`src/rtl/apu_frame_seq.sv`:
```
// apu_frame_seq: APU frame counter sequencer.
// Generates quarter/half-frame clocks and the frame IRQ flag.
module apu_frame_seq (
    input  logic       clk,
    input  logic       rst,
    input  logic       tick,
    input  logic       wr_4017,
    input  logic [7:0] wdata,
    input  logic       rd_4015,
    output logic       qtrframe,
    output logic       halfframe,
    output logic       irq_flag,
    output logic       irq
);

    typedef enum logic {
        MODE_4STEP = 1'b0,
        MODE_5STEP = 1'b1
    } mode_e;

    localparam logic [15:0] STEP1 = 16'd7457;
    localparam logic [15:0] STEP2 = 16'd14913;
    localparam logic [15:0] STEP3 = 16'd22371;
    localparam logic [15:0] IRQ_A = 16'd29828;
    localparam logic [15:0] END4  = 16'd29829;
    localparam logic [15:0] END5  = 16'd37281;

    logic [15:0] cnt, cnt_n;
    logic        parity, parity_n;
    mode_e       mode, mode_n;
    mode_e       pend_mode, pend_n;
    logic        inhibit, inhibit_n;
    logic [2:0]  dly, dly_n;
    logic        wrap4, wrap4_n;
    logic        irq_n, qtr_n, half_n;
    logic        irq_set;
    logic        inh_eff;
    logic        expire;

    // a write in this cycle already governs inhibit and cancels expiry
    assign inh_eff = wr_4017 ? wdata[6] : inhibit;
    assign expire  = tick && !wr_4017 && (dly == 3'd1);
    assign irq     = irq_flag;

    // next-state: step events, mode-change delay and IRQ flag
    always_comb begin
        cnt_n     = cnt;
        parity_n  = parity;
        mode_n    = mode;
        pend_n    = pend_mode;
        inhibit_n = inhibit;
        dly_n     = dly;
        wrap4_n   = wrap4;
        irq_n     = irq_flag;
        qtr_n     = 1'b0;
        half_n    = 1'b0;
        irq_set   = 1'b0;
        if (tick) begin
            parity_n = ~parity;
            wrap4_n  = 1'b0;
            if (dly != 3'd0) dly_n = dly - 3'd1;
            if (expire) begin
                mode_n = pend_mode;
                cnt_n  = 16'd0;
                qtr_n  = (pend_mode == MODE_5STEP);
                half_n = (pend_mode == MODE_5STEP);
            end else begin
                cnt_n = cnt + 16'd1;
                if (cnt == STEP1 || cnt == STEP3) qtr_n = 1'b1;
                if (cnt == STEP2) begin
                    qtr_n  = 1'b1;
                    half_n = 1'b1;
                end
                if (mode == MODE_4STEP) begin
                    if (cnt == END4) begin
                        qtr_n   = 1'b1;
                        half_n  = 1'b1;
                        cnt_n   = 16'd0;
                        wrap4_n = 1'b1;
                    end
                    if (!inh_eff && (cnt == IRQ_A || cnt == END4 ||
                        (cnt == 16'd0 && wrap4)))
                        irq_set = 1'b1;
                end else if (cnt == END5) begin
                    qtr_n  = 1'b1;
                    half_n = 1'b1;
                    cnt_n  = 16'd0;
                end
            end
        end
        if (wr_4017) begin
            pend_n    = mode_e'(wdata[7]);
            inhibit_n = wdata[6];
            dly_n     = parity ? 3'd3 : 3'd4;
        end
        if (irq_set)
            irq_n = 1'b1;
        else if (rd_4015 || (wr_4017 && wdata[6]))
            irq_n = 1'b0;
    end

    // state register with synchronous reset
    always_ff @(posedge clk) begin
        if (rst) begin
            cnt       <= 16'd0;
            parity    <= 1'b0;
            mode      <= MODE_4STEP;
            pend_mode <= MODE_4STEP;
            inhibit   <= 1'b0;
            dly       <= 3'd0;
            wrap4     <= 1'b0;
            irq_flag  <= 1'b0;
            qtrframe  <= 1'b0;
            halfframe <= 1'b0;
        end else begin
            cnt       <= cnt_n;
            parity    <= parity_n;
            mode      <= mode_n;
            pend_mode <= pend_n;
            inhibit   <= inhibit_n;
            dly       <= dly_n;
            wrap4     <= wrap4_n;
            irq_flag  <= irq_n;
            qtrframe  <= qtr_n;
            halfframe <= half_n;
        end
    end

endmodule

```
`config.mk`:
```
export PLATFORM = sky130hd
export DESIGN_NAME = apu_frame_seq
export DESIGN_NICKNAME = d
export VERILOG_FILES = /design/src/rtl/apu_frame_seq.sv
export SDC_FILE = /design/constraint.sdc
export NUM_CORES = 1
export LEC_CHECK = 0
export BUFFER_PORTS_ARGS = -buffer_cell sky130_fd_sc_hd__clkbuf_2
export CAP_MARGIN = 15
export CORE_AREA = 2 2 62 64
export CTS_CLUSTER_SIZE = 12
export DETAILED_ROUTE_END_ITERATION = 8
export DIE_AREA = 0 0 64 66
export GPL_ROUTABILITY_DRIVEN = 0
export GPL_TIMING_DRIVEN = 0
export PLACE_DENSITY = 0.67
export SYNTH_ARGS = -nofsm -noshare
export SYNTH_HDL_FRONTEND = slang
export SYNTH_SLANG_ARGS = --single-unit
```
`constraint.sdc`:
```
create_clock -name clk -period 1.9 [get_ports clk]
set_input_delay 0.285 -clock clk [delete_from_list [all_inputs] [get_ports clk]]
set_output_delay 0.285 -clock clk [all_outputs]
set_load 0.05 [all_outputs]
```
==> Word-level counts from Yosys, hierarchy flattened <==
Index checks and enable logic that the tools add are counted.
{ "totals": {"elab_cells": 69, "output_inout_bits": 4, "regBits": 27} }
{ "classes": {"muxes": 29, "bitwise": 2, "n_eq_ne": 7, "n_reduce_logical": 19, "addsub": 2} }
{ "op_table": {"columns": ["cell", "n"], "rows": [
  ["two-way mux 16 bit", 4],
  ["== test 16 x 15 -> 1 bit, second input constant", 3],
  ["two-way mux 1 bit", 21],
  ["adder 16 x 1 -> 16 bit, second input constant", 1],
  ["== test 16 x 13 -> 1 bit, second input constant", 1],
  ["== test 16 x 14 -> 1 bit, second input constant", 1],
  ["== test 16 bit, second input constant", 1],
  ["zero test 16 bit", 1],
  ["two-way mux 3 bit", 4],
  ["nonzero test 2 bit", 3],
  ["logical AND 1 bit", 5],
  ["logical OR 1 bit", 4],
  ["AND reduction 2 bit", 2],
  ["== test 3 x 1 -> 1 bit, second input constant", 1],
  ["nonzero test 3 bit", 1],
  ["subtractor 3 x 1 -> 3 bit, second input constant", 1],
  ["zero test 1 bit", 2],
  ["inverter 1 bit", 2],
  ["OR reduction 2 bit", 1]
]} }

==> Longest topological paths before layout <==
{ "logic_depth": {"depth_word": 9, "ltp_mapped": 8} }

==> Worst setup path after synthesis <==
No wires, ideal clock.
{ "synth_path": {"path_type": "reg2reg", "from": "reg cnt[2]", "to": "reg cnt[8]", "arrival_ps": 1654, "stages_incl_launch_ff": 8, "synth_period_minus_slack_ps": 1775, "setup_slack_ps": 125, "required_time_ps": 1778, "setup_ps": 122, "path_buffers": 2, "path_cell_list": "dfxtp_1 -> buf_6 -> or4_4 -> nor4b_4 -> nor3_2 -> o21bai_4 -> buf_6 -> nor2_1"} }
{ "synth_via": {"elab_chain_cells": 4, "word_cells_on_any_way": 7} }
{ "synth_rtl": {"columns": ["element", "line_no", "text"], "rows": [
  ["start, declared", "28", "logic [15:0] cnt, cnt_n;"],
  ["start signal, assigned", "116", "cnt <= cnt_n;"],
  ["adder 16 x 1 -> 16 bit (tied with other cells)", "68", "cnt_n = cnt + 16'd1;"],
  ["two-way mux 16 bit, on equally long branches", "75, 84", null],
  ["two-way mux 16 bit *", "74", "if (mode == MODE_4STEP) begin"],
  ["two-way mux 16 bit *", "62", "if (expire) begin"]
]} }
Mark *: on every way between the ends. The rest lies on a longest branch, timed or not.
A chain may end at the register's enable or synchronous reset.

==> Worst setup path after layout <==
{ "layout_path": {"from": "reg cnt[2]", "to": "reg cnt[12]"} }
The elaborated chain is that of the path after synthesis.

==> impl_metrics.ini <==
[critical_path]
cp_slowest_stage_delay_ns = 0.53
path_class = register to register
crit_fanout = 7
cp_slowest_cell = or4_4
rr_startpoint = cnt[2]$_SDFFE_PP0P_
worst_setup_path_start_kind = register
worstPathCellList = or4_4 > nor4b_4 > nor3_4 > o21bai_4 > buf_6 > nor2_1
r2r_setup_slack_ns = 0.01
cp.required_ns = 2.14
endpoint_kind = register
critPathArrivalTime_ns = 2.13
critPathTopFamily = simple AND/OR/NAND/NOR gates
critical_path_buf_inv_count = 1
critPathLaunch = cnt[2]$_SDFFE_PP0P_

[floorplanning]
row_count = 22
die_h_um = 66
die_w_um = 64
ios = 17
initial_core_util_pct = 43.0
die_area_um2 = 4220
core_um2 = 3550

[placed_design]
port_buffers = 9
hpwlAfterDp_mm = 2.28

[timing]
max_freq_ghz = 0.530
rsz0062_at_grt = true
slew_viol_final = 0
fin_crit_sh_pct = 99.2
tightest_slew_ns = 0.604
relSlewSlack_pct = 59.7
finalSetupTns_ns = 0
min_period_ns = 1.89
skew_ns = 0.00507
setup_viol = 0
finalHoldViolCount = 0

[route]
routed-via-count = 1324
drt-vias-per-instance = 5.43
wirelength_mm = 3.28
wl_per_cell_um = 13.5
drc = 0
first_pass_iters = 4
ant_nets = 0
drtIter0Drc = 84

[layout]
n_fill_cell = 341
drive_gt1_share_pct = 23.5
diodes = 0
nets = 216
area_growth_pct = 16.2

[global_routing]
track_usage_pct = 17.1
grt_pass1_vias = 1255
grt_max_degree = 15
antenna_found_initial = 0
gr-total-overflow = 0
grt_pass1_wl_mm = 5.75

[logic_synthesis]
synth.top_cell.area_share_pct = 35.4
synth_seq_area_share_pct = 35.4
netlist-cell-type-count = 44
synth_enable_flop_cells = 0
ys_top_cells_by_count = dfxtp_1, nor2_1, nand2_1
syn_inst = 179
syn_avg_cell_area_um2 = 8.52
yosys-top-cells-area = dfxtp_1, nor2_1, xnor2_1
ys.flop_type = dfxtp_1
syn_nets = 198
yosysTopAreaCell = dfxtp_1
synth-seq-cells = 27
synth.most_common_cell = dfxtp_1
yosysWarnings = 0
synth_area_um2 = 1530
synthArstFlopShare_pct = 0

[pwr]
leakagePower_nw = 0.641
vdd_drop_max_uv = 194
p_per_area_nw_per_um2 = 549
power_mw = 0.973

[hold_path]
holdCritStartpoint = rst
hold_path_class = primary input to register

[cts]
htree_levels = 1
cts_sinks = 27
cts_tree = built
cts.reportedPaths.clkPinSlew_ns = 0.15
clk_path_buf_depth = 2
hold_buffers = 0
clockRootBuffer = clkbuf_4
clkLatencyLatePin_ns = 0.32
numCtsBuffers = 3

[job]
drv_cap = 0

[outcome]
status = completed
==> worst paths after layout <==
check             cells past startpoint                   end
hold / removal                        2   dly[0]$_SDFFE_PP0P_
hold reg to reg                       2    wrap4$_SDFFE_PP0P_
setup / recovery                      6  cnt[12]$_SDFFE_PP0P_
setup reg to reg                      6  cnt[12]$_SDFFE_PP0P_
==> final cells by class <==
class                   instances  area [µm²]  share of cell area [%]
multi-input cells             134         968                    54.7
well taps                      48        60.1                    3.39
repair buffers                 14        86.3                    4.87
flip-flops and latches         27         554                    31.3
inverters                       8        30.0                    1.69
plain buffers                   9        46.3                    2.61
clock buffers                   4        26.3                    1.48
==> registers in the layout, indices dropped and copies added, names as in the netlist <==
signal	flops
pend_mode	1
cnt	16
dly	3
mode	1
inhibit	1
qtrframe	1
wrap4	1
irq	1
halfframe	1
parity	1
==> metrics by stage <==
stage               cells  worst slack, ns  area [µm²]  hold slack [ns]  utilization (%)
finish                244           0.0143        1770            0.165             49.9
global route          244          -0.0876        1770            0.159             49.9
CTS                   242          -0.0387        1680            0.163             47.4
detailed placement    236           -0.166        1630            0.459             45.9
global placement      236           -0.206        1630            0.453             45.9
floorplan             179            0.125        1530            0.357                -
==> logic make-up (layout without fill, tap and decap cells) <==
family	after synthesis	count (layout)	share of synthesized area [%]
adder cells (fa/ha/maj)	6	6	4.92
flip-flops	27	27	35.4
AO/OA/AOI/OAI	18	18	8.53
buffers and inverters	18	35	5.74
multiplexers	2	2	1.31
AND/OR/NAND/NOR	93	93	35.4
XOR/XNOR	15	15	8.61
==> layout by cell type, fill, tap and decap left out, types with 2 or more instances in the layout <==
cell type	n
dfxtp_1	20
nor2_1	19
nand2_1	17
xnor2_1	9
clkbuf_2	9
inv_1	8
clkbuf_1	6
nand3_1	6
nand4_1	6
xor2_1	6
a21oi_1	6
ha_1	6
nor3_1	5
nor2_2	5
o21ai_0	5
buf_4	5
dfxtp_2	5
nor2b_1	4
nor3b_1	3
or4_1	3
clkbuf_4	3
nor4b_2	2
nor4bb_1	2
buf_6	2
nor3_2	2
and3_1	2
nor4b_1	2
mux2i_1	2
dfxtp_4	2
==> timing repair <==
item / 4_1_cts / 5_1_grt
pin swaps: 1 / 8
endpoints found under the hold margin: 0 / 0
setup endpoints to repair: 11 / 18
cloned: 1 / 0
resized for setup: 6 / 21
buffers inserted: 2 / 2
==> metal layers <==
layer  global-route usage [%]  wire length (µm)  vias up
li1                         -                 -      661
met1                     22.4              1550      623
met2                     29.0              1550       34
met3                     2.56               134        6
met4                     5.16                46        0
met5                        0                 0        -
==> power by group <==
| group | internal [mW] | switching [mW] | leakage (nW) |
|---|---|---|---|
| Combinational | 0.0558 | 0.0669 | 0.403 |
| Clock | 0.0822 | 0.173 | 0.0150 |
| Sequential | 0.581 | 0.0142 | 0.223 |
No activity file was read; power rests on OpenSTA's default activity.
